## src/rtl/hazard_stall_unit_pkg.sv

```systemverilog
`default_nettype none
// ============================================================================
// Module      : hazard_stall_unit_pkg
// Description : Shared ISA-level constants and the SRAM wait-state encoding.
// Revision    : 1.0 - initial release
// ============================================================================
package hazard_stall_unit_pkg;

    localparam int c_LEN_REG_ADDRESS  = 5;
    localparam int c_SRAM_WAIT_CYCLES = 4;

    typedef enum logic [1:0] {
        SRAM_IDLE = 2'd0,
        SRAM_WAIT = 2'd1,
        SRAM_DONE = 2'd2
    } sram_state_t;

    // A write-enabled producer whose destination matches the source register.
    function automatic logic reg_dep(
        input logic [c_LEN_REG_ADDRESS-1:0] src,
        input logic [c_LEN_REG_ADDRESS-1:0] dest,
        input logic                         wb_en
    );
        return wb_en && (src == dest);
    endfunction

endpackage
`default_nettype wire

```

## src/rtl/hazard_stall_unit_sram_wait_fsm.sv

```systemverilog
`default_nettype none
// ============================================================================
// Module      : sram_wait_fsm
// Description : Holds the pipeline for SRAM_WAIT_CYCLES per memory access,
//               then releases for one cycle so the access can leave MEM.
// Revision    : 1.0 - initial release
// ============================================================================
module sram_wait_fsm
    import hazard_stall_unit_pkg::*;
#(
    parameter int SRAM_WAIT_CYCLES = c_SRAM_WAIT_CYCLES
) (
    input  logic clk,
    input  logic rst,
    input  logic mem_access_req,
    output logic sram_stall
);

    localparam int              c_CNT_W  = $clog2(SRAM_WAIT_CYCLES + 1);
    localparam logic [c_CNT_W-1:0] c_RELOAD = c_CNT_W'(SRAM_WAIT_CYCLES - 1);
    localparam logic [c_CNT_W-1:0] c_LAST   = c_CNT_W'(1);

    sram_state_t        r_state;
    logic [c_CNT_W-1:0] r_cnt;

    always_ff @(posedge clk or negedge rst) begin
        if (!rst) begin
            r_state <= SRAM_IDLE;
            r_cnt   <= '0;
        end else begin
            case (r_state)
                SRAM_IDLE: begin
                    if (mem_access_req) begin
                        r_cnt   <= c_RELOAD;
                        r_state <= (SRAM_WAIT_CYCLES == 1) ? SRAM_DONE : SRAM_WAIT;
                    end
                end
                SRAM_WAIT: begin
                    r_cnt <= r_cnt - 1'b1;
                    if (r_cnt == c_LAST) begin
                        r_state <= SRAM_DONE;
                    end
                end
                // Request is ignored here so the finished access is not re-triggered.
                SRAM_DONE: r_state <= SRAM_IDLE;
                default:   r_state <= SRAM_IDLE;
            endcase
        end
    end

    assign sram_stall = (r_state == SRAM_WAIT) ||
                        ((r_state == SRAM_IDLE) && mem_access_req);

endmodule
`default_nettype wire

```

## src/rtl/hazard_stall_unit.sv

```systemverilog
`default_nettype none
// ============================================================================
// Module      : hazard_stall_unit
// Description : RAW hazard detection, branch squash and SRAM wait-state
//               freeze/flush control for the IF/ID/EXE/MEM stage registers.
// Revision    : 1.0 - initial release
// ============================================================================
module hazard_stall_unit
    import hazard_stall_unit_pkg::*;
#(
    parameter int SRAM_WAIT_CYCLES = c_SRAM_WAIT_CYCLES,
    parameter int STALL_CNT_W      = 16
) (
    input  logic                         clk,
    input  logic                         rst,
    input  logic [c_LEN_REG_ADDRESS-1:0] src1,
    input  logic [c_LEN_REG_ADDRESS-1:0] src2,
    input  logic                         two_src,
    input  logic [c_LEN_REG_ADDRESS-1:0] exe_dest,
    input  logic                         exe_wb_en,
    input  logic                         exe_mem_read,
    input  logic [c_LEN_REG_ADDRESS-1:0] mem_dest,
    input  logic                         mem_wb_en,
    input  logic                         forward_en,
    input  logic                         branch_taken,
    input  logic                         mem_access_req,
    output logic                         pc_freeze,
    output logic                         if_reg_freeze,
    output logic                         if_reg_flush,
    output logic                         id_reg_freeze,
    output logic                         id_reg_flush,
    output logic                         exe_reg_freeze,
    output logic                         mem_reg_freeze,
    output logic                         sram_busy,
    output logic [STALL_CNT_W-1:0]       stall_count
);

    logic w_sram_stall;
    logic w_hazard_nofwd;
    logic w_hazard_ldu;
    logic w_hazard;
    logic w_pc_freeze;
    logic [STALL_CNT_W-1:0] r_stall_count;

    sram_wait_fsm #(
        .SRAM_WAIT_CYCLES (SRAM_WAIT_CYCLES)
    ) u_sram_wait_fsm (
        .clk            (clk),
        .rst            (rst),
        .mem_access_req (mem_access_req),
        .sram_stall     (w_sram_stall)
    );

    assign w_hazard_nofwd = reg_dep(src1, exe_dest, exe_wb_en) ||
                            reg_dep(src1, mem_dest, mem_wb_en) ||
                            (two_src && (reg_dep(src2, exe_dest, exe_wb_en) ||
                                         reg_dep(src2, mem_dest, mem_wb_en)));

    // With forwarding only a load in EXE cannot supply its result in time.
    assign w_hazard_ldu = exe_wb_en && exe_mem_read &&
                          ((src1 == exe_dest) || (two_src && (src2 == exe_dest)));

    assign w_hazard = forward_en ? w_hazard_ldu : w_hazard_nofwd;

    assign w_pc_freeze    = w_sram_stall || (w_hazard && !branch_taken);
    assign pc_freeze      = w_pc_freeze;
    assign if_reg_freeze  = w_pc_freeze;
    assign if_reg_flush   = branch_taken && !w_sram_stall;
    assign id_reg_flush   = (branch_taken || w_hazard) && !w_sram_stall;
    assign id_reg_freeze  = w_sram_stall;
    assign exe_reg_freeze = w_sram_stall;
    assign mem_reg_freeze = w_sram_stall;
    assign sram_busy      = w_sram_stall;

    always_ff @(posedge clk or negedge rst) begin
        if (!rst) begin
            r_stall_count <= '0;
        end else if (w_pc_freeze && (r_stall_count != {STALL_CNT_W{1'b1}})) begin
            r_stall_count <= r_stall_count + 1'b1;
        end
    end

    assign stall_count = r_stall_count;

endmodule
`default_nettype wire

```

## config.mk

```make
export PLATFORM = sky130hd
export DESIGN_NAME = hazard_stall_unit
export DESIGN_NICKNAME = d
export VERILOG_FILES = /design/src/rtl/hazard_stall_unit_pkg.sv /design/src/rtl/hazard_stall_unit_sram_wait_fsm.sv /design/src/rtl/hazard_stall_unit.sv
export SDC_FILE = /design/constraint.sdc
export NUM_CORES = 1
export LEC_CHECK = 0
export CAP_MARGIN = 25
export CORE_MARGIN = 8
export CORE_UTILIZATION = 44
export DETAILED_ROUTE_END_ITERATION = 10
export MAX_ROUTING_LAYER = met4
export PLACE_DENSITY = 0.89
export SYNTH_ARGS = -nofsm -noshare
export SYNTH_HDL_FRONTEND = slang
export SYNTH_HIERARCHICAL = 1
export SYNTH_SLANG_ARGS = --single-unit
```

## constraint.sdc

```tcl
create_clock -name clk -period 2.4 [get_ports clk]
set_clock_uncertainty 0.15 [all_clocks]
set_input_delay 0.24 -clock clk [delete_from_list [all_inputs] [get_ports clk]]
set_output_delay 0.24 -clock clk [all_outputs]
set_load 0.005 [all_outputs]
```

# ---- Yosys cells after proc, flatten, opt, wreduce, memory -nomap -nowiden
# Index checks and enable logic that the tools add are counted.
dict set report word_totals {
  ff_bits 21
  latchBits 0
  ram_bits 0
  mem_bits_ro 0
  in_bits 29
  output_inout_bits 24
  word_cells 46
  n_memories 0
}
dict set report op_classes {
  n_addsub 2
  n_mul 0
  div_mod_pow 0
  n_lt_le_gt_ge 0
  n_eq_ne 9
  shifts 0
  n_mux 6
  n_bitwise 0
  reduce_logical 26
}
# cell n
set op_table {}
lappend op_table {{5-bit equality test} 4}
lappend op_table {{16-bit by 1-bit adder with 16-bit output (second input constant)} 1}
lappend op_table {{16-bit != test (second input constant)} 1}
lappend op_table {{1-bit logical AND} 13}
lappend op_table {{1-bit logical OR} 7}
lappend op_table {{3-bit case mux with 2 select lines} 1}
lappend op_table {{2-bit 2-to-1 mux} 2}
lappend op_table {{2-bit case mux with 2 select lines} 1}
lappend op_table {{2-bit AND reduction} 2}
lappend op_table {{3-bit by 1-bit equality test with 1-bit output (second input constant)} 1}
lappend op_table {{3-bit 2-to-1 mux} 1}
lappend op_table {{3-bit by 1-bit subtractor with 3-bit output (second input constant)} 1}
lappend op_table {{2-bit by 1-bit equality test with 1-bit output (second input constant)} 1}
lappend op_table {{1-bit logical NOT} 2}
lappend op_table {{2-bit logical NOT} 1}
lappend op_table {{2-bit by 1-bit != test with 1-bit output (second input constant)} 1}
lappend op_table {{2-bit != test (second input constant)} 1}
lappend op_table {{2-bit nonzero test} 1}
lappend op_table {{1-bit 2-to-1 mux} 1}

# ---- Depth between registers and ports, before layout
dict set report logic_depth {
  ltp_word 9
  ltp_mapped 9
  ltp_nobuf 7
}

# ---- Hierarchy
# The synthesis kept the hierarchy.
# mod instances cells_per_inst area_each_um2 seq_area_each_um2
set by_module_without_submodules {}
lappend by_module_without_submodules {hazard_stall_unit 1 114 1139.8 400.4}
lappend by_module_without_submodules {sram_wait_fsm 1 20 245.2 125.1}

# ---- Worst setup path after synthesis
# Ideal clock, no wire load.
dict set report synth_path {
  path_type {flip-flop to flip-flop}
  startpoint {reg r_stall_count[0] (netlist: stall_count[0])}
  endpoint {reg r_stall_count[6] (netlist: stall_count[6])}
  setup_ns 0.128
  arrival_ns 1.896
  required_time_ns 2.122
  slack_ns 0.226
  stages_incl_launch_ff 10
  n_path_buf 2
  synth_period_minus_slack_ns 2.174
  cell_sequence {dfrtp_1 -> ha_1 -> and3_1 -> and3_1 -> and3_1 -> clkbuf_1 -> nand4_1 -> buf_2 -> nand2_1 -> mux2_1}
}
dict set report synth_via {
  elab_chain_len 2
  word_cells_on_any_way 3
  classes_between {add/sub: 1; eq/ne: 1; reduce/logical: 1}
}
# item line_no
set synth_lines {}
lappend synth_lines {{start: declaration} hazard_stall_unit.sv:43} ;# logic [STALL_CNT_W-1:0] r_stall_count;
lappend synth_lines {{start signal: assignment} hazard_stall_unit.sv:79} ;# r_stall_count <= r_stall_count + 1'b1;
lappend synth_lines {{parallel branches: the longest is 2 deep, another holds 16-bit by 1-bit adder with 16-bit output} n/a}
# Parallel ways; which one is timed is not known.
# A chain may end at the register's enable or synchronous reset.

# ---- Final worst setup path
dict set report layout_path {
  startpoint {in mem_dest[3]}
  endpoint {out if_reg_freeze}
}
dict set report layout_via {
  elab_chain_len 8
  word_cells_on_any_way 11
  classes_between {eq/ne: 2; mux: 1; reduce/logical: 8}
}
# item line_no
set layout_lines {}
lappend layout_lines {{start: declaration} hazard_stall_unit.sv:22} ;# input logic [c_LEN_REG_ADDRESS-1:0] mem_dest,
lappend layout_lines {{5-bit equality test} hazard_stall_unit_pkg.sv:24} ;# return wb_en && (src == dest);
lappend layout_lines {{1-bit logical AND} hazard_stall_unit_pkg.sv:24}
lappend layout_lines {{1-bit logical OR} hazard_stall_unit.sv:56} ;# (two_src && (reg_dep(src2, exe_dest, exe_wb_en) ||
lappend layout_lines {{1-bit logical AND} hazard_stall_unit.sv:56}
lappend layout_lines {{1-bit logical OR (*)} hazard_stall_unit.sv:55} ;# reg_dep(src1, mem_dest, mem_wb_en) ||
lappend layout_lines {{1-bit 2-to-1 mux (*)} hazard_stall_unit.sv:63} ;# assign w_hazard = forward_en ? w_hazard_ldu : w_hazard_nofwd;
lappend layout_lines {{1-bit logical AND (*)} hazard_stall_unit.sv:65} ;# assign w_pc_freeze = w_sram_stall || (w_hazard && !branch_taken);
lappend layout_lines {{1-bit logical OR (*)} hazard_stall_unit.sv:65}
lappend layout_lines {{end: declaration} hazard_stall_unit.sv:28} ;# output logic if_reg_freeze,
# Mark *: on every way between the ends. The rest lies on a longest branch, timed or not.

==> summary.md <==
| Metric | Value |
|---|---|
| Most frequent cells after synthesis | dfrtp_1 (21), xnor2_1 (20), and3_1 (11) |
| FILL cells | 261 |
| Final period util | 95.8% |
| Critical Path RT | 2010 ps |
| Most common cell in the netlist | dfrtp_1 |
| Initial core utilization | 45.7% |
| Post-synth cell types | 35 |
| Rows | 20 |
| Syn_nets | ~170 |
| Comb pwr share | 51.7% |
| CTS tree | yes |
| Remaining Overflow, GRT | 0 |
| Slew Limit Fails | 0 |
| DRC Markers | 0 |
| Pin slew with the least headroom to its limit | around 290 ps |
| Post-synth top area share | about 38% |
| Peak VDD IR | 0.673 mV |
| Psw | between 0.0005 and 0.0006 W |
| Sequential share of power | 36.6% |
| Synth Flop Type | dfrtp_1 |
| Avg Inst Size Synth | 10.3 um^2 |
| Sw frac | 35.6% |
| Diode count | 0 |
| Synth Register Bits | 21 |
| IO Count | 53 |
| Vias in the first global route | 1,318 |
| Register-to-Register Setup Slack | 190 ps |
| Ys async rst share | between 90% and 100% |
| Port Buffers | 52 |
| Outcome | complete, no violations |
| Detailed Routing Iterations Pass 1 | 4 |
| Clk buf depth | 2 |
| Final Hold Violating Endpoints | 0 |
| Clock power frac | 11.7% |
| Largest net degree at the start of global routing | 22 |
| TNS Setup | 0 ps |
| H-tree depth | 1 |
| Detailed Route WL | slightly below 4 mm |
| RR Endpoint | stall_count[6] |
| Die W | 72.1 um |
| Layout net count | 229 |
| CP startpoint kind | input pin |
| Placed insts | about 230 |
| Hold/Removal Path Class | input pin to asynchronous set/reset pin |
| Area Growth Syn to Fin | 47.7% |
| Final count of negative-setup-slack endpoints | 0 |
| M2 GR Usage | 26.5% |
| Final Instance Count excl. Fillers | 240 |
| Vias/cell | 5.18 |
| Layout cells sized above 1 | 16.8% |
| FMAX | approximately 430 MHz |
| Top cells by area, synth | dfrtp_1 (38%), xnor2_1 (13%), xor2_1 (5.7%) |
| First-pass GRT wire length | 6.57 mm |
| Slew margin rel. | 80.3% |
| CP arrival | 1910 ps |
| FF-to-FF Start | stall_count[0] |
| Total track usage | 16.0% |
| Power density cells | approximately 740 nW/um^2 |
| Hold WS | 113 ps |
| RD Place Congestion | 0.848 |
| Clock sink total | 21 |
| Leak | 0.910 nW |
| Final min period | 2300 ps |
| Setup crit start | mem_dest[3] |
| Post-layout util | 67.6% |
| Internal Dissipation | 0.000969 W |
| Clock Root Buffer | clkbuf_4 |
| Depth of the most critical reg-to-reg path | 8 |
| CP Max Fanout | 3 |
| Routed vias | 1,244 |
| Die ar. | 5200 um^2 |
| Number of synthesized flops with an enable pin | 0 |
| Critical path class | input pin to output port |
| CTS Hold Bufs | 0 |
| M3 GR Usage | 3.31% |
| Wirelength per Cell | 16.3 um |
| DRT iter0 DRCs | 49 |
| Worst-Skew Late Latency | ~310 ps |
| Worst setup EP type | output port |
| Met1 Usage GRT | between 15 and 20% |
| Num CTS Buffers | 3 |
| Yosys top cell by area | dfrtp_1 |
| Max-Cap Viols | 0 |
| Detailed placement HPWL | 3.02 mm |
| RSZ-0062 raised after global routing | false |
| Register area share after synthesis | 37.9% |
| Synth Warn # | 6 |
| Initial antenna violation count | 0 |
| Placeable Area | 3030 um^2 |
| Syn Inst Count | between 100 and 150 |
| Clock-pin transition on the worst setup and hold timing paths | 120 ps |
| Detail Route Antenna Nets | 0 |
| Chip height | 72.1 um |
| Most Crowded Layer GR | met2 |
| Post-Syn Area | 1390 um^2 |
-- layout make-up --
| class | count | area, um^2 | area share (%) |
|---|---|---|---|
| repair buffers | 67 | 609 | 29.8 |
| clock buffers | 3 | 22.5 | 1.10 |
| flip-flops and latches | 21 | 526 | 25.7 |
| inverters | 6 | 22.5 | 1.10 |
| multi-input cells | 98 | 806 | 39.4 |
| clock inverters | 1 | 5.00 | 0.245 |
| well taps | 44 | 55.1 | 2.69 |
-- power by group through the flow --
| stage | sequential (W) | combinational, W | clock, W |
|---|---|---|---|
| finish | 0.000552 | 0.000778 | 0.000176 |
| global route | 0.000566 | 0.000856 | 0.000193 |
| CTS | 0.000551 | 0.000788 | 0.000179 |
| detailed placement | 0.000556 | 0.000782 | 0 |
| global placement | 0.000549 | 0.000745 | 0 |
| floorplan | 0.000542 | 0.000401 | 0 |
-- cells by family after synthesis --
kind of cell | after synthesis | share of synthesized area (%)
AO/OA/AOI/OAI | 22 | 13.7
XOR/XNOR | 29 | 18.3
adder cells (fa/ha/maj) | 3 | 2.71
buffers and inverters | 15 | 5.78
flip-flops | 21 | 37.9
multiplexers | 7 | 5.60
AND/OR/NAND/NOR | 37 | 15.9
-- registers in the layout, indices dropped and copies added, names as in the netlist --
register	flops
u_sram_wait_fsm/r_cnt	3
u_sram_wait_fsm/r_state	2
stall_count	16
-- cell usage in the layout, fill, tap and decap left out, drive strengths merged, types with 3 or more instances in the layout --
| cell type | count |
|---|---|
| o2111ai | 4 |
| clkdlybuf4s50 | 30 |
| dfrtp | 21 |
| clkbuf | 3 |
| o211ai | 8 |
| xnor2 | 20 |
| ha | 3 |
| xor2 | 9 |
| nand2 | 5 |
| buf | 15 |
| o21ai | 4 |
| mux2 | 6 |
| inv | 6 |
| dlygate4sd2 | 21 |
| nand4 | 5 |
| and3 | 11 |
-- timing repair --
item                                    in CTS  in global routing
endpoints found under the setup margin       3                  3
pin swaps                                    8                  2
buffers inserted                             3                  0
gates resized for setup                     26                  2
-- metrics by stage --
| stage | cell area (um^2) | setup slack, ps | total power (W) |
|---|---|---|---|
| final | 2050 | 100 | 0.00151 |
| after global routing | 2050 | 42.3 | 0.00162 |
| after CTS | 2040 | 7.09 | 0.00152 |
| after detailed placement | 1990 | -355 | 0.00134 |
| after global placement | 1990 | -269 | 0.00129 |
| after floorplan | 1390 | 226 | 0.000942 |
-- critical path: stages --
cell and delay, ps:
dlygate4sd2_1 260, xor2_1 170, nor4_2 340, nand4_1 180, buf_4 180, a41oi_4 130
or2_4 150, dlygate4sd2_1 240
-- metal layers --
metal,vias to the layer above,share of wire [%]
met5,-,0
met4,0,1.9
met3,7,6.7
met2,48,48
met1,588,43
li1,601,-
-- worst max path at each step --
stage / cells past startpoint / end / slack, ps
2_1_floorplan: 9 / stall_count[6] / 230
3_3_place_gp: 7 / pc_freeze / -270
3_5_place_dp: 7 / if_reg_freeze / -350
4_1_cts: 8 / id_reg_flush / 7
5_1_grt: 7 / stall_count[1] / 40
6_report: 8 / if_reg_freeze / 100
Note: power is estimated with default switching activity, not from simulation.
==> edit, RTL diff (config.mk and constraints unchanged) <==
Encoding of `sram_state_t`: now one-hot (3 bits for 3 states).
--- a/src/rtl/hazard_stall_unit_pkg.sv
+++ b/src/rtl/hazard_stall_unit_pkg.sv
@@ -9,10 +9,10 @@
     localparam int c_LEN_REG_ADDRESS  = 5;
     localparam int c_SRAM_WAIT_CYCLES = 4;
 
-    typedef enum logic [1:0] {
-        SRAM_IDLE = 2'd0,
-        SRAM_WAIT = 2'd1,
-        SRAM_DONE = 2'd2
+    typedef enum logic [2:0] {
+        SRAM_IDLE = 3'b001,
+        SRAM_WAIT = 3'b010,
+        SRAM_DONE = 3'b100
     } sram_state_t;
 
     // A write-enabled producer whose destination matches the source register.
Check against the original RTL: no difference found for any inputs over 10 cycles, from zero or initial values and one cycle with rst low; not proved beyond that.
==> edit against the unedited design <==
Total power grew 1.6%; fmax shrank 2.3%; worst setup slack lost 0.055 ns; largest cell class unchanged; wire length grew 5.0%; final area grew 6.7%; sequential cell count grew 1; synthesized cell count grew 6.0%; area after synthesis grew 5.3%.
==> edit: results (changes against the unedited design) <==
- Mapped Nets: 174 (+4.8%)
- Initial antenna violation count: 0 (unchanged)
- Post-synth cell types: 36 (+2.9%)
- Placed Cells incl. Taps: 244 (+4.7%)
- Post-synthesis async set-or-reset flop share: 100% (unchanged)
- Outcome: finished, final reports clean
- Area contributors post-synth: dfrtp_1, xnor2_1, xor2_1, and3_1, o211ai_1
- Synth Instances: 142 (+6.0%)
- 1st-iter DRT viols: 107 (+120%)
- Yosys warning count: 6 (unchanged)
- WL final: 4110 um (+5.0%)
- Clock buffer count from CTS: 3 (unchanged)
- Vias in the first global route: 1374 (+4.2%)
- Leakage: 0.987 nW (+8.4%)
- Total global-route track usage: 15.7% (-0.32 points)
- Area of the multi-input gates: 860 um^2 (+6.7%)
- Diode count: 0 (unchanged)
- Global-route wire length before repair: 6510 um (-0.84%)
- Post-synthesis sequential area ratio: 37.8% (-0.12 points)
- Post-layout nets: 241 (+5.2%)
- Clock root cell: clkbuf_4
- Share of cells above drive strength 1: 18.3% (+1.4 points)
- Filler instances: 265 (+1.5%)
- Via count: 1326 (+6.6%)
- Most common library cells after synthesis: dfrtp_1, xnor2_1, and3_1
- Synth Flop Type: dfrtp_1
- Crit path max fanout: 3 (unchanged)
- Max VDD drop: 0.564 mV (-16%)
- Gp weighted congestion: 0.847 (-0.15%)
- Worst-skew pair later-pin latency: 0.31 ns (about the same)
- Max reg flops: 16 (unchanged)
- Pre-antenna DRT Iters: 4 (unchanged)
- Clk buf depth: 2 (unchanged)
- Dpl hpwl: 3030 um (+0.47%)
- Layout Cells excl Fill: 254 (+5.8%)
- Slew headroom: 79.6% (-0.67 points)
- DP Area: 2080 um^2 (+4.2%)
- Dpl ws: -0.378 ns (-0.0226 ns)
- Pin count of the biggest net entering global routing: 23 (+4.5%)
- Port Buffers: 52 (unchanged)
- Worst-path clk slew: 0.13 ns
- Arr. time, crit path: 1.96 ns (+0.05 ns)
- Hold/Removal Path Class: in -> async
- CTS HTree Levels: 1 (unchanged)
-- edit: worst max-delay path, stage by stage --
cell             delay [ns]
clkdlybuf4s50_1        0.51
xnor2_1                0.13
nand4_1                0.12
or3_4                  0.38
a41oi_4                0.17
or2_4                  0.16
dlygate4sd2_1          0.24
-- edit: final cells by class --
cell class                      instances  share of cell area, %
Multi-Input combinational cell        105                   39.4
Timing Repair Buffer                   71                   30.0
Sequential cell                        22                   25.3
Tap cell                               46                   2.64
Clock buffer                            4                   1.66
Inverter                                6                   1.03
-- edit: metal layers --
layer,vias up,GRT usage [%],wire length (um)
li1,633,-,-
met2,46,26.0,2000
met4,0,5.32,46
met1,641,18.2,1820
met3,6,3.41,241
met5,-,-,0
-- edit: repair_timing --
action,in CTS,in global routing
pin swaps,7,8
setup endpoints to repair,3,8
endpoints found under the hold margin,0,0
resized for setup,21,6
setup buffers,4,3
-- edit: worst paths after layout --
kind	depth (start not counted)	start	end	slack, ns
max in group asynchronous	2	rst	u_sram_wait_fsm/r_state[0]	1.71
min in group clk	1	stall_count[11]	stall_count[11]	0.35
max	7	src2[2]	pc_freeze	0.05
min	2	rst	stall_count[3]	0.11
min reg2reg	1	stall_count[11]	stall_count[11]	0.35
max reg2reg	8	stall_count[0]	stall_count[6]	0.18
-- edit: power by group --
group          leakage, nW  switching [mW]  internal [mW]
Sequential           0.278          0.0917          0.466
Clock               0.0210           0.117         0.0926
Combinational        0.688           0.305          0.458
-- edit: cells by family after synthesis --
group / count (synthesis) / share of synthesized area, %
simple gates: 40 / 17.7
fa+ha+maj: 3 / 2.57
xor+xnor: 29 / 17.4
buf+inv: 15 / 5.49
compound gates: 27 / 14.4
mux: 6 / 4.63
flops: 22 / 37.8
